File: src/rtl/uart_report_sched_pkg.sv
// Shared types and constants for the UART report scheduler.
// Holds the FSM encoding, ASCII framing bytes and frame lengths.
package uart_report_pkg;

  typedef enum logic [1:0] {
    ST_IDLE,
    ST_CONV,
    ST_LOAD,
    ST_WAIT
  } state_t;

  localparam logic [7:0] ASC_CR    = 8'h0D;
  localparam logic [7:0] ASC_LF    = 8'h0A;
  localparam logic [7:0] ASC_PLUS  = 8'h2B;
  localparam logic [7:0] ASC_MINUS = 8'h2D;
  localparam logic [7:0] ASC_DOT   = 8'h2E;
  localparam logic [7:0] ASC_R     = 8'h52;
  localparam logic [7:0] ASC_EQ    = 8'h3D;
  localparam logic [7:0] ASC_0     = 8'h30;

  localparam int RPT_LEN = 11;
  localparam int ACK_LEN = 6;

  function automatic logic [7:0] asc_digit(
    input logic [3:0] d
  );
    return ASC_0 + {4'h0, d};
  endfunction

  // Resolution code to bit count, as two BCD nibbles.
  function automatic logic [7:0] ratio_bits(
    input logic [1:0] code
  );
    logic [7:0] r;
    case (code)
      2'd0:    r = 8'h12;
      2'd1:    r = 8'h11;
      2'd2:    r = 8'h10;
      default: r = 8'h09;
    endcase
    return r;
  endfunction

endpackage

File: src/rtl/uart_report_sched_if.sv
// Byte-level handshake between the scheduler and the UART
// transmitter.
interface uart_report_sched_if;
  logic       tx_start;
  logic [7:0] tx_data;
  logic       tx_idle;
  logic       tx_done;

  modport master (
    output tx_start,
    output tx_data,
    input  tx_idle,
    input  tx_done
  );

  modport slave (
    input  tx_start,
    input  tx_data,
    output tx_idle,
    output tx_done
  );
endinterface

File: src/rtl/uart_report_sched_bin2bcd.sv
// Sequential shift-add-3 binary to BCD converter.
// One bit per cycle, DATA_W cycles after start, then a done pulse.
module uart_report_sched_bin2bcd
  import uart_report_pkg::*;
#(
  parameter int DATA_W = 25,
  parameter int DIGITS = 7
) (
  input  logic                  clk,
  input  logic                  rst,
  input  logic                  start,
  input  logic [DATA_W-1:0]     bin,
  output logic                  done,
  output logic [4*DIGITS-1:0]   bcd
);

  localparam int CW = $clog2(DATA_W + 1);

  logic [DATA_W-1:0]   sh;
  logic [CW-1:0]       cnt;
  logic                run;
  logic [4*DIGITS-1:0] adj;

  always_comb begin
    adj = bcd;
    for (int i = 0; i < DIGITS; i++) begin
      if (bcd[4*i +: 4] >= 4'd5)
        adj[4*i +: 4] = bcd[4*i +: 4] + 4'd3;
    end
  end

  always_ff @(posedge clk) begin
    done <= 1'b0;
    if (rst) begin
      sh  <= '0;
      cnt <= '0;
      run <= 1'b0;
      bcd <= '0;
    end else if (start) begin
      sh  <= bin;
      bcd <= '0;
      cnt <= CW'(DATA_W);
      run <= 1'b1;
    end else if (run) begin
      bcd <= {adj[4*DIGITS-2:0], sh[DATA_W-1]};
      sh  <= sh << 1;
      cnt <= cnt - 1'b1;
      if (cnt == CW'(1)) begin
        run  <= 1'b0;
        done <= 1'b1;
      end
    end
  end

endmodule

File: src/rtl/uart_report_sched.sv
// Arbitrates the shared UART between periodic temperature reports
// and resolution-change acknowledges; frames and sends the bytes.
module uart_report_sched
  import uart_report_pkg::*;
#(
  parameter int CLK_FREQ  = 50_000_000,
  parameter int REPORT_MS = 1000,
  parameter int DATA_W    = 25
) (
  input  logic              clk,
  input  logic              rst,
  input  logic              report_en,
  input  logic              sign,
  input  logic [DATA_W-1:0] temp_data,
  input  logic [1:0]        ratio_num,
  input  logic              ratio_en,
  output logic              busy,
  uart_report_sched_if.master tx
);

  localparam int TICK  = CLK_FREQ / 1000 * REPORT_MS;
  localparam int CNT_W = (TICK > 1) ? $clog2(TICK) : 1;
  localparam logic [CNT_W-1:0]  LAST = CNT_W'(TICK - 1);
  localparam logic [DATA_W-1:0] SAT  = DATA_W'(9_999_999);

  state_t           state;
  logic [CNT_W-1:0] per_cnt;
  logic             tick;
  logic             rpt_pend;
  logic             ack_pend;
  logic [1:0]       ratio_q;
  logic [1:0]       ack_code;
  logic             is_rpt;
  logic             neg;
  logic [3:0]       idx;
  logic [3:0]       last;
  logic             grant_ack;
  logic             grant_rpt;
  logic [DATA_W-1:0] conv_in;
  logic             conv_done;
  logic [27:0]      bcd;
  logic [7:0]       rb;
  logic [7:0]       fbyte;

  assign tick      = report_en && (per_cnt == LAST);
  assign grant_ack = (state == ST_IDLE) && ack_pend;
  assign grant_rpt = (state == ST_IDLE) && !ack_pend && rpt_pend;
  assign conv_in   = (temp_data > SAT) ? SAT : temp_data;
  assign last      = is_rpt ? 4'(RPT_LEN - 1) : 4'(ACK_LEN - 1);
  assign rb        = ratio_bits(ack_code);

  uart_report_sched_bin2bcd #(
    .DATA_W (DATA_W),
    .DIGITS (7)
  ) u_bcd (
    .clk   (clk),
    .rst   (rst),
    .start (grant_rpt),
    .bin   (conv_in),
    .done  (conv_done),
    .bcd   (bcd)
  );

  // A new event wins over a same-cycle grant clear.
  always_ff @(posedge clk) begin
    if (rst) begin
      per_cnt  <= '0;
      rpt_pend <= 1'b0;
      ack_pend <= 1'b0;
      ratio_q  <= '0;
    end else begin
      if (!report_en)
        per_cnt <= '0;
      else if (tick)
        per_cnt <= '0;
      else
        per_cnt <= per_cnt + 1'b1;
      rpt_pend <= report_en &&
                  (tick || (rpt_pend && !grant_rpt));
      ack_pend <= ratio_en || (ack_pend && !grant_ack);
      if (ratio_en)
        ratio_q <= ratio_num;
    end
  end

  always_comb begin
    fbyte = ASC_LF;
    if (is_rpt) begin
      case (idx)
        4'd0:    fbyte = neg ? ASC_MINUS : ASC_PLUS;
        4'd1:    fbyte = asc_digit(bcd[27:24]);
        4'd2:    fbyte = asc_digit(bcd[23:20]);
        4'd3:    fbyte = asc_digit(bcd[19:16]);
        4'd4:    fbyte = ASC_DOT;
        4'd5:    fbyte = asc_digit(bcd[15:12]);
        4'd6:    fbyte = asc_digit(bcd[11:8]);
        4'd7:    fbyte = asc_digit(bcd[7:4]);
        4'd8:    fbyte = asc_digit(bcd[3:0]);
        4'd9:    fbyte = ASC_CR;
        default: fbyte = ASC_LF;
      endcase
    end else begin
      case (idx)
        4'd0:    fbyte = ASC_R;
        4'd1:    fbyte = ASC_EQ;
        4'd2:    fbyte = asc_digit(rb[7:4]);
        4'd3:    fbyte = asc_digit(rb[3:0]);
        4'd4:    fbyte = ASC_CR;
        default: fbyte = ASC_LF;
      endcase
    end
  end

  always_ff @(posedge clk) begin
    if (rst) begin
      state       <= ST_IDLE;
      tx.tx_start <= 1'b0;
      tx.tx_data  <= 8'h00;
      busy        <= 1'b0;
      idx         <= '0;
      is_rpt      <= 1'b0;
      neg         <= 1'b0;
      ack_code    <= '0;
    end else begin
      tx.tx_start <= 1'b0;
      unique case (state)
        ST_IDLE: begin
          idx <= '0;
          if (ack_pend) begin
            state    <= ST_LOAD;
            is_rpt   <= 1'b0;
            ack_code <= ratio_q;
            busy     <= 1'b1;
          end else if (rpt_pend) begin
            state  <= ST_CONV;
            is_rpt <= 1'b1;
            neg    <= sign;
            busy   <= 1'b1;
          end
        end
        ST_CONV: begin
          if (conv_done)
            state <= ST_LOAD;
        end
        ST_LOAD: begin
          if (tx.tx_idle) begin
            tx.tx_data  <= fbyte;
            tx.tx_start <= 1'b1;
            state       <= ST_WAIT;
          end
        end
        ST_WAIT: begin
          if (tx.tx_done) begin
            if (idx == last) begin
              state <= ST_IDLE;
              busy  <= 1'b0;
            end else begin
              idx   <= idx + 1'b1;
              state <= ST_LOAD;
            end
          end
        end
        default: state <= ST_IDLE;
      endcase
    end
  end

endmodule

File: src/flat_wrapper.sv
// flat-port wrapper written by rule: the top's interface ports become plain ports
module uart_report_sched_flat import uart_report_pkg::*;
#(
  parameter int CLK_FREQ  = 50_000_000,
  parameter int REPORT_MS = 1000,
  parameter int DATA_W    = 25
)
  (clk, rst, report_en, sign, temp_data, ratio_num, ratio_en, busy, tx_tx_start, tx_tx_data, tx_tx_idle, tx_tx_done);
  uart_report_sched_if tx_i ();
  input  logic clk;
  input  logic rst;
  input  logic report_en;
  input  logic sign;
  input  logic [DATA_W-1:0] temp_data;
  input  logic [1:0] ratio_num;
  input  logic ratio_en;
  output logic busy;
  output wire logic [$bits(tx_i.tx_start)-1:0] tx_tx_start;
  output wire logic [$bits(tx_i.tx_data)-1:0] tx_tx_data;
  input wire logic [$bits(tx_i.tx_idle)-1:0] tx_tx_idle;
  input wire logic [$bits(tx_i.tx_done)-1:0] tx_tx_done;
  assign tx_tx_start = tx_i.tx_start;
  assign tx_tx_data = tx_i.tx_data;
  assign tx_i.tx_idle = tx_tx_idle;
  assign tx_i.tx_done = tx_tx_done;
  uart_report_sched #(.CLK_FREQ(CLK_FREQ), .REPORT_MS(REPORT_MS), .DATA_W(DATA_W)) u_core (.clk(clk), .rst(rst), .report_en(report_en), .sign(sign), .temp_data(temp_data), .ratio_num(ratio_num), .ratio_en(ratio_en), .busy(busy), .tx(tx_i));
endmodule
File: config.mk
export PLATFORM = sky130hd
export DESIGN_NAME = uart_report_sched_flat
export DESIGN_NICKNAME = d
export VERILOG_FILES = /design/src/rtl/uart_report_sched_pkg.sv /design/src/rtl/uart_report_sched_if.sv /design/src/rtl/uart_report_sched_bin2bcd.sv /design/src/rtl/uart_report_sched.sv /design/src/flat_wrapper.sv
export SDC_FILE = /design/constraint.sdc
export NUM_CORES = 1
export LEC_CHECK = 0
export BUFFER_PORTS_ARGS = -buffer_cell sky130_fd_sc_hd__buf_4
export CORE_MARGIN = 5
export CORE_UTILIZATION = 35
export DETAILED_ROUTE_END_ITERATION = 6
export SYNTH_ARGS = -nofsm -noshare
export SYNTH_HDL_FRONTEND = slang
export SYNTH_SLANG_ARGS = --single-unit
File: constraint.sdc
create_clock -name clk -period 2.1 [get_ports clk]
set_input_delay 0.21 -clock clk [delete_from_list [all_inputs] [get_ports clk]]
set_output_delay 0.21 -clock clk [all_outputs]
set_load 0.02 [all_outputs]
==> qor.json <==
{
  "max-clock-path-buffers": {"value": 2},
  "die-width": {"value": 136, "unit": "µm"},
  "post-layout-total-power": {"value": 4.04, "unit": "mW"},
  "power_switching_share": {"value": 0.227},
  "clk_pin_slew_worst_paths": {"value": 0.07, "unit": "ns"},
  "fp.dieArea": {"value": 18600, "unit": "µm²"},
  "synth_top_family_by_area": {"value": "simple AND/OR/NAND/NOR gates"},
  "detail_route.vias_per_cell": {"value": 5.19},
  "detailed_place_hpwl": {"value": 9.41, "unit": "mm"},
  "worst-endpoint-arrival": {"value": 2.23, "unit": "ns"},
  "totalWireLength": {"value": 12.8, "unit": "mm"},
  "pwr_density_cell": {"value": 616, "unit": "nW/µm²"},
  "maxSlewViolCount": {"value": 0},
  "finalSetupViolations": {"value": 0},
  "cp-start-kind": {"value": "flop"},
  "finalCoreUtilization": {"value": 0.416},
  "synth-seq-cells": {"value": 109},
  "cts_tree": {"value": "done"},
  "worst-r2r-setup-slack": {"value": 0.12, "unit": "ns"},
  "fp-row-count": {"value": 46},
  "rr_endpoint": {"value": "u_core.tx.tx_data[3]"},
  "setup.worst_path.end": {"value": "u_core.tx.tx_data[3]"},
  "final_nets": {"value": 753},
  "grt_setup_unrepaired": {"value": "true"},
  "power.combinational.fraction": {"value": 0.061},
  "period_share": {"value": 0.945},
  "final_antenna_net_count": {"value": 0},
  "cts_num_sinks": {"value": 109},
  "post_cts_buffers": {"value": 0},
  "synth.lib_cells_used.distinct": {"value": 56},
  "yosys-mux-area-fraction": {"value": 0.0614},
  "gpl.final_weighted_congestion": {"value": 0.828},
  "xor_xnor_share_of_the_synthesized_area": {"value": 0.0675},
  "worst_ir_drop_vdd": {"value": 0.483, "unit": "mV"},
  "layout-area-overhead-vs-synth": {"value": 17.5, "unit": "%"},
  "port_buffers": {"value": 42},
  "root_buffer": {"value": "sky130_fd_sc_hd__clkbuf_16"},
  "dieHeight": {"value": 136, "unit": "µm"},
  "groute.usage.overall": {"value": 0.146},
  "min_from": {"value": "temp_data[8]"},
  "wire_length_of_the_first_global_routing_pass": {"value": 22.4, "unit": "mm"},
  "synthesis.area_per_instance": {"value": 8.48, "unit": "µm²"},
  "cts_htree_levels": {"value": 3},
  "worst_r2r_path_depth": {"value": 7},
  "detailedRoute.firstIterationViolations": {"value": 201},
  "drt_drc_violations_left": {"value": 0},
  "synth_enable_flop_cells": {"value": 0},
  "yosysWarnings": {"value": 0},
  "cp_data_required_time": {"value": 2.35, "unit": "ns"},
  "cell_internal_pwr": {"value": 3.12, "unit": "mW"},
  "hp-class": {"value": "primary input to flop"},
  "first_pass_iters": {"value": 5},
  "timing_worst_slew_pin_value": {"value": 0.501, "unit": "ns"},
  "synth_nets": {"value": 713},
  "asyncSetResetFlopFracSynth": {"value": 0},
  "endpoint_kind": {"value": "flop"},
  "max_freq": {"value": 504, "unit": "MHz"},
  "netlist.top_cell.by_area": {"value": "sky130_fd_sc_hd__dfxtp_1"},
  "critPathKind": {"value": "flop to flop"},
  "drv_cap": {"value": 0},
  "max-slew-margin-rel": {"value": 0.666},
  "synth_simple_gate_area_frac": {"value": 0.222},
  "clock_insertion_delay_worst_skew": {"value": 0.35, "unit": "ns"},
  "crit_start": {"value": "u_core.idx[1]"},
  "post_dp_cell_area": {"value": 6240, "unit": "µm²"},
  "route.vias.total": {"value": 4766},
  "synth_adder_area_share": {"value": 0.0471},
  "antenna_cells_inserted": {"value": 0},
  "grt_start_max_net_pins": {"value": 42},
  "power_frac_clock": {"value": 0.419},
  "status": {"value": "finished clean"},
  "timing.clock.skew": {"value": 0.00692, "unit": "ns"},
  "antenna_found_initial": {"value": 0},
  "dominantRegCellSynth": {"value": "sky130_fd_sc_hd__dfxtp_1"},
  "route.detailed.wl_per_inst": {"value": 14.0, "unit": "µm"},
  "drive_gt1_frac": {"value": 0.137},
  "grt_pass1_vias": {"value": 4665},
  "number_of_buffers_created_by_cts": {"value": 9},
  "synth_compound_area_frac": {"value": 0.164},
  "power_switching": {"value": 916, "unit": "µW"},
  "grt_overflow_total": {"value": 0},
  "ioPinCount": {"value": 44},
  "synth_most_common_cell": {"value": "sky130_fd_sc_hd__dfxtp_1"},
  "postSynthCellCount": {"value": 658},
  "synthDominantCellAreaShare": {"value": 0.391},
  "hold_ws": {"value": 0.0731, "unit": "ns"},
  "synth-seq-area-share": {"value": 0.391},
  "layout_min_cycle_time": {"value": 1.98, "unit": "ns"},
  "power.sequential.fraction": {"value": 0.520},
  "yosys-top-cells-count": {"value": "109 x sky130_fd_sc_hd__dfxtp_1, 73 x sky130_fd_sc_hd__nor2_1, 52 x sky130_fd_sc_hd__a21oi_1"},
  "power.static_leakage": {"value": 2.31, "unit": "nW"},
  "netlist_area": {"value": 5580, "unit": "µm²"},
  "initial_utilization": {"value": 0.354},
  "fin_area": {"value": 6560, "unit": "µm²"},
  "netlist_top_cells_area": {"value": "sky130_fd_sc_hd__dfxtp_1 39%, sky130_fd_sc_hd__mux2i_1 5.7%, sky130_fd_sc_hd__nor2_1 4.9%, sky130_fd_sc_hd__ha_1 4.7%, sky130_fd_sc_hd__a21oi_1 4.7%"},
  "timing_hold_violations_final": {"value": 0},
  "r2r-start": {"value": "u_core.idx[1]"},
  "timing.critical_path.fanout_max": {"value": 6},
  "coreArea": {"value": 15800, "unit": "µm²"}
}
worst min-delay path by stage:
| stage | cells past startpoint | slack [ns] | endpoint |
|---|---|---|---|
| floorplan | 1 | 0.33 | u_core.u_bcd.sh[11] |
| global placement | 2 | 0.42 | u_core.u_bcd.sh[17] |
| detailed placement | 2 | 0.43 | u_core.u_bcd.sh[8] |
| CTS | 2 | 0.07 | u_core.u_bcd.sh[8] |
| global route | 2 | 0.07 | u_core.u_bcd.sh[17] |
| finish | 2 | 0.07 | u_core.u_bcd.sh[8] |
per-layer routing:
| metal | wire, µm | up-vias | track usage |
|---|---|---|---|
| met2 | 6270 | 58 | 0.243 |
| met1 | 6040 | 2280 | 0.195 |
| li1 | - | 2412 | - |
| met4 | 228 | 0 | 0.0465 |
| met5 | 0 | - | 0 |
| met3 | 294 | 16 | 0.0215 |
sequential cells by signal, summed over array words and instances (netlist names), 2 cells and up:
| name | count |
|---|---|
| u_core.ratio_q | 2 |
| u_core.per_cnt | 26 |
| u_core.u_bcd.cnt | 5 |
| u_core.u_bcd.bcd | 28 |
| u_core.u_bcd.sh | 25 |
| u_core.ack_code | 2 |
| u_core.state | 2 |
| u_core.idx | 4 |
| u_core.tx.tx_data | 7 |
layout make-up:
cell class	instances	area, µm²
fillers	1593	9210
flip-flops and latches	109	2180
repair buffers	70	567
clock inverters	5	60.1
clock buffers	11	233
inverters	22	82.6
well taps	216	270
multi-input cells	486	3160
kinds of logic after synthesis:
group,count (synthesis)
buf+inv,63
fa+ha+maj,21
flops,109
simple gates,247
mux,34
xor+xnor,43
other cells,1
compound gates,140
stage by stage:
stage	TNS, ns	setup WS (ns)	instances
after floorplan	0	0.119	658
after global placement	0	0.104	903
after detailed placement	0	0.0137	903
after CTS	0	0.0116	919
after global routing	-0.0132	-0.0132	919
final	0	0.116	919
critical path: stages (launching register included):
cell and delay, ns:
sky130_fd_sc_hd__dfxtp_1 0.40, sky130_fd_sc_hd__inv_1 0.13, sky130_fd_sc_hd__ha_1 0.29, sky130_fd_sc_hd__buf_4 0.19
sky130_fd_sc_hd__a22oi_1 0.18, sky130_fd_sc_hd__a211oi_1 0.10, sky130_fd_sc_hd__or3_1 0.36, sky130_fd_sc_hd__a31o_2 0.23
layout by cell type (no fill, tap or decap), types with 5 or more instances in the layout:
cell type                   count
sky130_fd_sc_hd__mux2i_1       32
sky130_fd_sc_hd__ha_1          20
sky130_fd_sc_hd__nand2b_1      26
sky130_fd_sc_hd__inv_1         22
sky130_fd_sc_hd__nand3_1       37
sky130_fd_sc_hd__a21oi_1       52
sky130_fd_sc_hd__xor2_1        23
sky130_fd_sc_hd__o2bb2ai_1     10
sky130_fd_sc_hd__nand4_1        9
sky130_fd_sc_hd__dfxtp_1      107
sky130_fd_sc_hd__nor3_1        24
sky130_fd_sc_hd__xnor2_1       20
sky130_fd_sc_hd__buf_4         66
sky130_fd_sc_hd__o21ai_0       20
sky130_fd_sc_hd__a22oi_1        6
sky130_fd_sc_hd__a211oi_1      14
sky130_fd_sc_hd__a21o_1         6
sky130_fd_sc_hd__nor2_1        73
sky130_fd_sc_hd__o211ai_1       8
sky130_fd_sc_hd__nand2_1       40
sky130_fd_sc_hd__a221oi_1       5
sky130_fd_sc_hd__and3_1         6
sky130_fd_sc_hd__clkbuf_16      9
power groups by stage:
stage	clock [mW]	sequential (mW)	combinational [mW]
after floorplan	0	2.16	0.114
after global placement	0	2.15	0.244
after detailed placement	0	2.15	0.247
after CTS	1.75	2.10	0.248
after global routing	1.82	2.10	0.272
final	1.69	2.10	0.246
timing repair:
action / in CTS / in global routing
endpoints found under the setup margin: 0 / 4
hold buffers: 0 / 0
resized for setup: 0 / 5
No activity file was read; power rests on OpenSTA's default activity.
